`src/rtl/ecp5_multiboot_seq.sv`:
```
// Reboot sequencer for ECP5 multiboot: shifts write-composition-index + boot address, then refresh, into JTAGG.
// Optional MULTIBOOT_KEY_EN adds an unlock_key input that must match before a request is accepted.
module ecp5_multiboot_seq #(
    parameter int                      NUM_SLOTS   = 4,
    parameter int                      SLOT_W      = 2,
    parameter logic [NUM_SLOTS*32-1:0] SLOT_ADDRS  = {32'h0030_0000, 32'h0020_0000,
                                                      32'h0010_0000, 32'h0000_0000},
    parameter int                      HOLDOFF_CYC = 1024,
    parameter int                      TCK_DIV     = 4,
    parameter logic [7:0]              CMD_WCOMP   = 8'h70,
    parameter logic [7:0]              CMD_REFRESH = 8'h79
) (
    input  logic              clk,
    input  logic              rst,
    input  logic              req_valid,
    input  logic [SLOT_W-1:0] req_slot,
    output logic              req_ready,
    input  logic              abort,
`ifdef MULTIBOOT_KEY_EN
    input  logic [31:0]       unlock_key,
`endif
    output logic              busy,
    output logic              err,
    output logic              done,
    output logic              jtck,
    output logic              jtdi,
    output logic              jshift,
    output logic              jupdate
);

    localparam int DIV_W  = $clog2(TCK_DIV) + 1;
    localparam int HOLD_W = $clog2(HOLDOFF_CYC + 1) + 1;
    localparam logic [DIV_W-1:0]  HALF_LAST = DIV_W'(TCK_DIV - 1);
    localparam logic [DIV_W-1:0]  UPD_LAST  = DIV_W'(2 * TCK_DIV - 1);
    localparam logic [HOLD_W-1:0] HOLD_LAST = HOLD_W'(HOLDOFF_CYC);

    typedef enum logic [2:0] {
        S_IDLE, S_HOLDOFF, S_SHIFT1, S_UPD1, S_SHIFT2, S_UPD2, S_DONE
    } state_t;

    state_t            state;
    logic [39:0]       shift_reg;
    logic [5:0]        bit_cnt;
    logic [DIV_W-1:0]  div_cnt;
    logic [HOLD_W-1:0] hold_cnt;
    logic [31:0]       slot_addr;
    logic              slot_ok;
    logic              key_ok;
    logic              bit_last;

    // NOTE: every variable assigned in always_comb gets a default first, so no latch is inferred.
    always_comb begin
        slot_addr = '0;
        for (int i = 0; i < NUM_SLOTS; i++) begin
            if (int'(req_slot) == i) slot_addr = SLOT_ADDRS[32*i +: 32];
        end
    end

    assign slot_ok  = int'(req_slot) < NUM_SLOTS;
`ifdef MULTIBOOT_KEY_EN
    assign key_ok   = (unlock_key == 32'hB007_5AFE);
`else
    assign key_ok   = 1'b1;
`endif
    assign bit_last = (bit_cnt == ((state == S_SHIFT1) ? 6'd39 : 6'd7));

    // NOTE: sequential state uses non-blocking assignments only, so every register sees pre-edge values.
    always_ff @(posedge clk) begin
        if (rst) begin
            state     <= S_IDLE;
            shift_reg <= '0;
            bit_cnt   <= '0;
            div_cnt   <= '0;
            hold_cnt  <= '0;
            req_ready <= 1'b1;
            busy      <= 1'b0;
            err       <= 1'b0;
            done      <= 1'b0;
            jtck      <= 1'b0;
            jtdi      <= 1'b0;
            jshift    <= 1'b0;
            jupdate   <= 1'b0;
        end else begin
            err  <= 1'b0;
            done <= 1'b0;
            case (state)
                S_IDLE: begin
                    if (req_valid) begin
                        if (!slot_ok || !key_ok) begin
                            err <= 1'b1;
                        end else begin
                            shift_reg <= {CMD_WCOMP, slot_addr};
                            hold_cnt  <= '0;
                            req_ready <= 1'b0;
                            busy      <= 1'b1;
                            state     <= S_HOLDOFF;
                        end
                    end
                end
                S_HOLDOFF: begin
                    if (abort) begin
                        hold_cnt  <= '0;
                        req_ready <= 1'b1;
                        busy      <= 1'b0;
                        state     <= S_IDLE;
                    end else if (hold_cnt == HOLD_LAST) begin
                        hold_cnt <= '0;
                        div_cnt  <= '0;
                        bit_cnt  <= '0;
                        jtck     <= 1'b0;
                        jshift   <= 1'b1;
                        jtdi     <= shift_reg[39];
                        state    <= S_SHIFT1;
                    end else begin
                        hold_cnt <= hold_cnt + HOLD_W'(1);
                    end
                end
                S_SHIFT1, S_SHIFT2: begin
                    if (div_cnt == HALF_LAST) begin
                        div_cnt <= '0;
                        if (!jtck) begin
                            jtck <= 1'b1;
                        end else begin
                            // Falling TCK edge: present the next bit, or close the field group.
                            jtck <= 1'b0;
                            if (bit_last) begin
                                bit_cnt <= '0;
                                jshift  <= 1'b0;
                                jtdi    <= 1'b0;
                                jupdate <= 1'b1;
                                state   <= (state == S_SHIFT1) ? S_UPD1 : S_UPD2;
                            end else begin
                                bit_cnt   <= bit_cnt + 6'd1;
                                jtdi      <= shift_reg[38];
                                shift_reg <= {shift_reg[38:0], 1'b0};
                            end
                        end
                    end else begin
                        div_cnt <= div_cnt + DIV_W'(1);
                    end
                end
                S_UPD1, S_UPD2: begin
                    if (div_cnt == UPD_LAST) begin
                        div_cnt <= '0;
                        jupdate <= 1'b0;
                        if (state == S_UPD1) begin
                            shift_reg <= {CMD_REFRESH, 32'h0};
                            jtdi      <= CMD_REFRESH[7];
                            jshift    <= 1'b1;
                            state     <= S_SHIFT2;
                        end else begin
                            done  <= 1'b1;
                            state <= S_DONE;
                        end
                    end else begin
                        div_cnt <= div_cnt + DIV_W'(1);
                    end
                end
                S_DONE: begin
                    req_ready <= 1'b1;
                    busy      <= 1'b0;
                    state     <= S_IDLE;
                end
                default: begin
                    state <= S_IDLE;
                end
            endcase
        end
    end

endmodule

```
`config.mk`:
```
export PLATFORM = sky130hd
export DESIGN_NAME = ecp5_multiboot_seq
export DESIGN_NICKNAME = d
export VERILOG_FILES = /design/src/rtl/ecp5_multiboot_seq.sv
export SDC_FILE = /design/constraint.sdc
export NUM_CORES = 1
export LEC_CHECK = 0
export BUFFER_PORTS_ARGS = -buffer_cell sky130_fd_sc_hd__buf_2
export CAP_MARGIN = 20
export CORE_MARGIN = 3
export CORE_UTILIZATION = 25
export CTS_BUF_LIST = sky130_fd_sc_hd__clkbuf_8 sky130_fd_sc_hd__clkbuf_16
export DETAILED_ROUTE_END_ITERATION = 8
export PLACE_DENSITY = 0.39
export SLEW_MARGIN = 20
export SYNTH_ARGS = -nofsm -noshare
export SYNTH_HDL_FRONTEND = slang
export SYNTH_SLANG_ARGS = --single-unit
```
`constraint.sdc`:
```
create_clock -name clk -period 3.7 [get_ports clk]
set_clock_uncertainty 0.1 [all_clocks]
set_input_delay 0.37 -clock clk [delete_from_list [all_inputs] [get_ports clk]]
set_output_delay 0.37 -clock clk [all_outputs]
set_load 0.1 [all_outputs]
```
# Yosys cells after proc, flatten, opt, wreduce, memory -nomap -nowiden
# Index checks and enable logic that the tools add are counted.
[word_totals]
rom_bits = 0
mem_bits_rw = 0
mem_count = 0
latchBits = 0
output_inout_bits = 8
wordCells = 130
register_bits = 71
input_bits = 6
[op_classes]
div_mod_pow = 0
muxes = 69
n_reduce_logical = 20
n_mul = 0
n_bitwise = 2
n_lt_le_gt_ge = 0
eq_ne = 24
shifts = 0
addsub = 3
[ops]
columns = ["operator", "count"]
rows = [
  ["40-bit 2-to-1 mux", 6],
  ["40-bit case mux with 3 select lines", 1],
  ["22-bit 2-to-1 mux", 2],
  ["12-bit 2-to-1 mux", 3],
  ["3-bit 2-to-1 mux", 12],
  ["6-bit 2-to-1 mux", 6],
  ["1-bit 2-to-1 mux", 27],
  ["12-bit case mux with 2 select lines", 1],
  ["21-bit 2-to-1 mux", 1],
  ["2-bit inequality test, second input constant", 10],
  ["7-bit AND reduction", 2],
  ["12-bit by 1-bit adder with 12-bit output, second input constant", 1],
  ["12-bit by 11-bit equality test with 1-bit output, second input constant", 1],
  ["3-bit equality test, second input constant", 4],
  ["1-bit case mux with 3 select lines", 4],
  ["3-bit case mux with 4 select lines", 1],
  ["6-bit case mux with 2 select lines", 1],
  ["5-bit AND reduction", 2],
  ["3-bit by 2-bit equality test with 1-bit output, second input constant", 3],
  ["3-bit case mux with 3 select lines", 1],
  ["3-bit nonzero test", 3],
  ["8-bit AND reduction", 1],
  ["6-bit by 1-bit adder with 6-bit output, second input constant", 1],
  ["6-bit equality test", 1],
  ["16 further kinds", 23],
]

# Depth between registers and ports, before layout
# Gate-level depths: netlist of run 1.
[logic_depth]
ltp_word = 7
ltp_mapped = 8
ltp_nobuf = 7

# Least setup slack after synthesis of run 1
# Ideal clock, no wire load.
[synth_timing]
path_type = "reg2reg"
start = "reg jtck"
end = "reg shift_reg[21]"
path_stages_with_launch = 7
period_less_slack_ns = 2.271
arrival_ns = 2.039
t_required_ns = 3.468
path_slack_ns = 1.429
setup_time_ns = 0.132
n_path_buf = 1
cell_sequence = "dfxtp_1 > and3b_1 > o2bb2ai_2 > o311ai_4 > buf_6 > a221oi_1 > nor3_2"
[synth_between]
elab_chain_cells = 2
[synth_lines]
columns = ["item", "line_no", "source"]
rows = [
  ["from (decl)", "25", "output logic jtck,"],
  ["from (signal assigned)", "79", "jtck <= 1'b0;"],
  ["from (signal assigned)", "110", "jtck <= 1'b0;"],
  ["from (signal assigned)", "122", "jtck <= 1'b1;"],
  ["2-bit inequality test (no line)", "-", ""],
  ["7-bit AND reduction (no line)", "-", ""],
  ["to (signal assigned)", "92", "shift_reg <= {CMD_WCOMP, slot_addr};"],
  ["to (signal assigned)", "135", "shift_reg <= {shift_reg[38:0], 1'b0};"],
  ["to (signal assigned)", "147", "shift_reg <= {CMD_REFRESH, 32'h0};"],
  ["to (decl)", "42", "logic [39:0] shift_reg;"],
]
# Every way passes these cells.
# A chain may end at the register's enable or synchronous reset.

# Final worst setup path of run 1
[layout_timing]
start = "reg state[0]"
end = "reg shift_reg[32]"
[layout_between]
elab_chain_cells = 5
word_cells_on_any_way = 18
cone_classes = "eq/ne (11); mux (2); reduce/logical (5)"
[layout_lines]
columns = ["item", "line_no", "source"]
rows = [
  ["from (decl)", "41", "state_t state;"],
  ["from (signal assigned)", "131", "state <= (state == S_SHIFT1) ? S_UPD1 : S_UPD2;"],
  ["3-bit by 2-bit equality test with 1-bit output", "65, 86", ""],
  ["6-bit 2-to-1 mux", "65", "assign bit_last = (bit_cnt == ((state == S_SHIFT1) ? 6'd39 : 6'd7));"],
  ["6-bit equality test", "65", ""],
  ["2-bit inequality test (no line)", "-", ""],
  ["7-bit AND reduction (no line)", "-", ""],
]
# Parallel ways exist; a longest one is shown, timed or not.

==> flow_summary.ini, run 1 <==
[sta]
period_needed_ns = 2.78
holdWs_ns = 0.199
fin_setup_tns_ns = 0
setup_viol = 0
slew_viol_final = 0
slew_headroom = 0.396
hold_viol_final = 0
worstMarginPinSlew_ns = 0.905
rsz0062_at_grt = false
fmaxAchievable_ghz = 0.360
period_share = 0.750

[synthesis]
synth_edf_count = 0
syn_nets = 317
ys_types = 55
yosys.area.top_type_share = 0.397
async_flop_share = 0
yosys-top-cells-area = dfxtp_1, a21oi_1, nand2_1
yosysTopAreaCell = dfxtp_1
syn_inst = 304
syn-mean-instance-area_um2 = 8.45
synthFlopType = dfxtp_1
netlist_area_um2 = 2570
yosysWarnings = 0
synth_seq_cells = 51
yosysSeqAreaShare = 0.397

[worst_setup_path]
critical_path_class = reg -> reg
worst_setup_path_end_kind = register
critPathLaunchType = register
critPathBufInv = 1
worstPathRequired_ns = 3.84
path_cells = inv_1, nand2_1, o311a_1, o211ai_2, a21oi_1
crit_fanout = 20
path_delay_family = compound AO/OA/AOI/OAI gates
cp_slowest_stage_delay_ns = 0.79
worstPathArrival_ns = 2.91
slowest_stage = o311a_1

[cts]
post_cts_buffers = 0
cts_made_buffers = 5
clk_pin_slew_ns = 0.11
cts_max_level = 2
holdBufCountCts = 0
clk_latency_ns = 0.31
clock_sinks = 51
clk_path_buf_depth = 2
cts_tree = done
cts_resized = 0
clockRootBuffer = clkbuf_8

[drt]
drt_iter0_markers = 68
drt_wl_total_um = 6010
first_pass_iters = 4
wl_per_cell_um = 13.6
vias = 2109
viasPerCell = 4.78
postRouteAntennaNets = 0
drc_errors = 0

[layout]
diodes = 0
final_layout_size_suffix_gt1_frac = 0.133
nets = 320
fill_cells = 1060
postLayoutCoreUtil = 0.283
syn_to_final_growth_pct = 8.57
largest_reg_flops = 20

[power_and_ir_drop]
max-vdd-ir-drop_mv = 0.235
p_per_area_nw_per_um2 = 611
power.leakage_nw = 0.924

[floorplan]
die-area_um2 = 11500
coreArea_um2 = 9860
ios = 14
die_h_um = 107
rows = 36
initial_core_util = 0.260
dieWidth_um = 107

[placed_design]
finalWeightedCongestion = 0.716
port_buffers = 12
dp_hpwl_um = 4170

[status]
status = completed

[global_routing]
overflow = 0
grt_pass1_vias = 2013
grt_usage = 0.108
antenna_found_initial = 0
grt_max_degree = 46
grt_pass1_wl_um = 10100

[worst_hold_path]
hp-class = in -> reg

[run]
cap_violations = 0
-- cells by family (layout without fill, tap and decap cells) --
family / count (synthesis) / after routing / share of synthesized area
AOI/OAI and AO/OA: 65 / 65 / 0.182
adders and majority gates: 7 / 7 / 0.0341
DFF: 51 / 51 / 0.397
and+or+nand+nor: 140 / 140 / 0.281
other: 1 / 1 / 0.00146
xor gates and xnor gates: 14 / 14 / 0.0477
buffers and inverters: 26 / 30 / 0.0565
-- final cells by class --
type                    count  area [um^2]  share of cell area
clock inverters             3         28.8              0.0103
clock buffers               5         68.8              0.0247
flip-flops and latches     51         1020               0.366
inverters                   9         33.8              0.0121
repair buffers             13         67.6              0.0242
multi-input cells         227         1400               0.503
well taps                 133          166              0.0597
-- power by group --
part / internal (mW) / switching [mW]
Clock: 0.141 / 0.214
Sequential: 0.606 / 0.0720
Combinational: 0.180 / 0.492
-- synth_stat cells (4+ instances only) --
library cell / count
o21ai_0: 5
buf_6: 5
dfxtp_1: 51
a21oi_1: 27
and3_1: 4
nor3_2: 5
nor2b_1: 4
nand2_1: 36
clkbuf_1: 6
nor2_2: 5
xor2_1: 5
inv_1: 9
xnor2_1: 9
nor2_1: 29
a22oi_1: 4
nor3_1: 9
buf_2: 5
ha_1: 7
nand3_1: 25
-- cells in the final DEF, fill, tap and decap left out, types with 7 or more instances in the layout --
master,instances
nand3_1,25
inv_1,9
nor3_1,9
dfxtp_1,51
a21oi_1,27
xnor2_1,9
buf_2,12
nand2_1,36
ha_1,7
nor2_1,29
-- routing by layer --
metal | track usage | up-vias | routed length, um
li1 | - | 1081 | -
met3 | 0.0240 | 8 | 198
met4 | 0.0316 | 0 | 80
met1 | 0.153 | 986 | 3210
met5 | 0 | - | 0
met2 | 0.163 | 34 | 2530
-- tightest hold or removal path, cell delays in order --
cell and delay [ns]:
buf_2 0.10, nand3_1 0.05, a21oi_1 0.06
-- per-stage QoR --
step                      area, um^2  power, mW  setup slack (ns)  cells
after floorplan                 2570       1.27              1.43    304
after global routing            2790       1.81             0.645    441
final                           2790       1.70             0.924    441
after detailed placement        2690       1.37             0.958    433
after CTS                       2790       1.73             0.929    441
after global placement          2690       1.37              1.02    433
-- path summary, 6_finish.rpt --
| kind | start | endpoint | slack, ns | cells after the start |
|---|---|---|---|---|
| worst max register to register | state[0] | shift_reg[32] | 0.92 | 5 |
| worst max-delay path | state[0] | shift_reg[32] | 0.92 | 5 |
| worst min-delay path | req_slot[0] | shift_reg[20] | 0.20 | 3 |
| worst min register to register | shift_reg[25] | shift_reg[25] | 0.36 | 2 |
No activity file was read; power rests on OpenSTA's default activity.
==> run 2, diff against run 1 <==
- clock period: 3.7 -> 2.6 ns (I/O delays scaled with it)
==> flow_summary.ini, run 2 (synthesized netlist as in run 1, its figures left out) <==
[sta]
setup_viol = 0
period_share = 0.868
slew_viol_final = 0
period_needed_ns = 2.26
holdWs_ns = 0.103
hold_viol_final = 0
fin_setup_tns_ns = 0
rsz0062_at_grt = false
fmaxAchievable_ghz = 0.443

[floorplan]
die_h_um = 107
initial_core_util = 0.260
rows = 36
die-area_um2 = 11500
ios = 14
coreArea_um2 = 9860
dieWidth_um = 107

[cts]
cts_max_level = 2
post_cts_buffers = 0
clock_sinks = 51
cts_made_buffers = 5
clockRootBuffer = clkbuf_8
clk_path_buf_depth = 2
cts_tree = done
clk_pin_slew_ns = 0.10
clk_latency_ns = 0.31

[run]
cap_violations = 0

[power_and_ir_drop]
max-vdd-ir-drop_mv = 0.429
clkPwrFrac = 0.194
swShare = 0.433
internal_power_mw = 1.42
power.total_mw = 2.50
seq_power_share = 0.370
pwr-share-comb = 0.435
switchingPower_mw = 1.08
p_per_area_nw_per_um2 = 865
power.leakage_nw = 0.989

[worst_setup_path]
worstPathArrival_ns = 2.38
worstPathRequired_ns = 2.72
critPathLaunchType = register
crit_fanout = 7
r2r_setup_slack_ns = 0.34
critical_path_class = reg -> reg
worst_setup_path_end_kind = register

[drt]
drc_errors = 0
wl_per_cell_um = 13.3
viasPerCell = 4.68
vias = 2122
drt_wl_total_um = 6030
first_pass_iters = 4
drt_iter0_markers = 78
postRouteAntennaNets = 0

[layout]
fill_cells = 1078
stdcell_count = 453
final_layout_size_suffix_gt1_frac = 0.166
nets = 332
largest_reg_flops = 20
diodes = 0
syn_to_final_growth_pct = 12.5
multiInputGateArea_um2 = 1400
seq_area_um2 = 1020
mostFrequentLayoutCells = dfxtp_1, nand2_1, nor2_1
layout_commonest_cell = dfxtp_1

[placed_design]
place_inst = 445
port_buffers = 12
finalWeightedCongestion = 0.751
dp_hpwl_um = 4380

[worst_hold_path]
hp-class = in -> reg

[global_routing]
grt_max_degree = 30
overflow = 0
grt_pass1_vias = 2000
grt_pass1_wl_um = 10100
grt_usage = 0.109
antenna_found_initial = 0

[status]
status = completed
[run 2: cell count changes in the layout (fill, tap and decap cells not counted), sizes merged]
| cell | before | now |
|---|---|---|
| buf | 13 | 25 |
| clkbuf | 5 | 6 |
| clkinv | 2 | 1 |
[run 2: path summary, 6_finish.rpt]
path | startpoint | to | depth (start not counted)
setup / recovery | hold_cnt[0] | bit_cnt[0] | 7
hold / removal | req_slot[0] | shift_reg[20] | 3
setup reg to reg | hold_cnt[0] | bit_cnt[0] | 7
hold reg to reg | shift_reg[26] | shift_reg[26] | 2
[run 2: final cells by class]
class,count,share of cell area
clock inverters,2,0.00433
repair buffers,25,0.0589
inverters,9,0.0117
clock buffers,6,0.0286
multi-input cells,227,0.486
well taps,133,0.0576
flip-flops and latches,51,0.353
[run 2: critical path, cell delays in order, from the launching register on]
cell and delay [ns]:
dfxtp_1 0.35, inv_1 0.08, ha_1 0.17, nor4b_1 0.41
nand3_1 0.35, o21ai_2 0.35, nand2_1 0.17, o31ai_2 0.20
[run 2: power by group through the flow]
stage	clock [mW]	combinational, mW	sequential (mW)
4_1_cts	0.513	1.11	0.926
5_1_grt	0.535	1.19	0.941
3_3_place_gp	0	1.11	0.949
2_1_floorplan	0	0.686	1.12
6_report	0.486	1.09	0.925
3_5_place_dp	0	1.10	0.943
[run 2: timing repair]
action,4_1_cts,5_1_grt
endpoints found under the setup margin,0,10
hold buffers,0,0
resized for setup,0,1
[run 2: per-stage QoR]
stage / worst slack (ns) / area (um^2) / utilization
after global routing: 0.141 / 2890 / 0.293
after CTS: 0.132 / 2890 / 0.293
after floorplan: 0.329 / 2570 / -
final: 0.343 / 2890 / 0.293
after detailed placement: 0.166 / 2790 / 0.283
after global placement: 0.155 / 2790 / 0.283
[run 2: routing by layer]
metal  global-route usage  part of all wire  vias up
met1                0.154              0.53      993
met2                0.171              0.43       26
li1                     -                 -     1099
met5                    0                 0        -
met4               0.0298            0.0085        0
met3               0.0210             0.029        4
==> run 3, diff against run 2 <==
- RECOVER_POWER: default -> 25
==> flow_summary.ini, run 3 (synthesized netlist as in run 1, its figures left out) <==
[layout]
stdcell_count = 453
finish.instance_area_um2 = 2870
mostFrequentLayoutCells = dfxtp_1, nand2_1, nor2_1
fill_cells = 1082
layout_commonest_cell = dfxtp_1
final_layout_size_suffix_gt1_frac = 0.138
syn_to_final_growth_pct = 11.9
diodes = 0
nets = 332
largest_reg_flops = 20
postLayoutCoreUtil = 0.291

[sta]
period_share = 0.886
rsz0062_at_grt = false
fin_setup_tns_ns = 0
slew_headroom = 0.212
slew_viol_final = 0
hold_viol_final = 0
worstMarginPinSlew_ns = 1.19
fmaxAchievable_ghz = 0.434
setup_viol = 0
period_needed_ns = 2.30
setup_slack_ns = 0.296

[worst_setup_path]
critical_path_class = reg -> reg
reg2reg_depth = 7
worst_setup_path_end_kind = register
worstPathRequired_ns = 2.70
reg2reg_to = jtdi
r2r_setup_slack_ns = 0.30
worstPathArrival_ns = 2.40
crit_fanout = 13
r2r-start = state[0]
critPathLaunchType = register

[power_and_ir_drop]
seq_power_share = 0.372
p_per_area_nw_per_um2 = 867
swShare = 0.436
power.leakage_nw = 0.955
clkPwrFrac = 0.195
max-vdd-ir-drop_mv = 0.439
pwr-share-comb = 0.433
internal_power_mw = 1.40
switchingPower_mw = 1.09

[drt]
drc_errors = 0
viasPerCell = 4.69
drt_iter0_markers = 88
postRouteAntennaNets = 0
first_pass_iters = 4
drt_wl_total_um = 6050
vias = 2126
wl_per_cell_um = 13.3

[cts]
cts_tree = done
cts_max_level = 2
clock_sinks = 51
clk_pin_slew_ns = 0.10
holdBufCountCts = 0
clk_latency_ns = 0.31
cts_made_buffers = 5
clk_path_buf_depth = 2
clockRootBuffer = clkbuf_8
post_cts_buffers = 0

[global_routing]
grt_max_degree = 30
antenna_found_initial = 0
grt_pass1_wl_um = 10100
grt_usage = 0.109
grt_pass1_vias = 2000
overflow = 0

[worst_hold_path]
hp-start = req_slot[0]
worstHoldEndpoint = shift_reg[20]
min_path_cells = 3
hp-class = in -> reg

[floorplan]
dieWidth_um = 107
ios = 14
rows = 36
die_h_um = 107
initial_core_util = 0.260
die-area_um2 = 11500
coreArea_um2 = 9860

[placed_design]
finalWeightedCongestion = 0.751
pre_cts_slack_ns = 0.166
port_buffers = 12
placed_cell_area_um2 = 2790
place_inst = 445
dp_hpwl_um = 4380

[run]
cap_violations = 0

[status]
status = completed
[run 3: worst max-delay path: stages (launching register included)]
cell and delay [ns]:
dfxtp_1 0.63, clkbuf_1 0.38, inv_1 0.10, buf_4 0.18, o21ai_0 0.16, o211ai_1 0.24, a221oi_1 0.32, nor3_1 0.07
[run 3: power groups by stage]
| stage | Sequential (mW) | Combinational (mW) | Clock, mW |
|---|---|---|---|
| finish | 0.927 | 1.08 | 0.485 |
| global route | 0.943 | 1.18 | 0.535 |
| CTS | 0.926 | 1.11 | 0.513 |
| detailed placement | 0.943 | 1.10 | 0 |
| global placement | 0.949 | 1.11 | 0 |
| floorplan | 1.12 | 0.686 | 0 |
[run 3: per-layer routing]
layer | global-route usage | up-vias | share of wire
li1 | - | 1095 | -
met1 | 0.154 | 999 | 0.53
met2 | 0.171 | 28 | 0.44
met3 | 0.0210 | 4 | 0.029
met4 | 0.0298 | 0 | 0.0084
met5 | 0 | - | 0
[run 3: timing repair]
| action | in CTS | in global routing |
|---|---|---|
| setup endpoints to repair | 0 | 10 |
| hold endpoints to repair | 0 | 0 |
| gates resized for setup | 0 | 1 |
[run 3: stage by stage]
| stage | hold WS [ns] | power, mW |
|---|---|---|
| detailed placement | 0.347 | 2.05 |
| global route | 0.102 | 2.66 |
| finish | 0.103 | 2.49 |
| CTS | 0.0982 | 2.55 |
| global placement | 0.343 | 2.06 |
| floorplan | 0.287 | 1.81 |
[run 3: worst max-delay path by stage]
| stage | startpoint | to | slack, ns | cells after the start |
|---|---|---|---|---|
| 2_1_floorplan | jtck | shift_reg[21] | 0.33 | 6 |
| 3_3_place_gp | state[0] | shift_reg[35] | 0.16 | 5 |
| 3_5_place_dp | div_cnt[0] | shift_reg[20] | 0.17 | 7 |
| 4_1_cts | div_cnt[0] | shift_reg[32] | 0.13 | 7 |
| 5_1_grt | state[0] | jtdi | 0.12 | 7 |
| 6_report | state[0] | jtdi | 0.30 | 7 |
[run 3: final cells by class]
type	count	area [um^2]	share of cell area
Sequential cell	51	1020	0.355
Clock inverter	2	12.5	0.00435
Multi-Input combinational cell	227	1400	0.488
Clock buffer	6	82.6	0.0287
Inverter	9	33.8	0.0118
Tap cell	133	166	0.0579
Timing Repair Buffer	25	154	0.0535
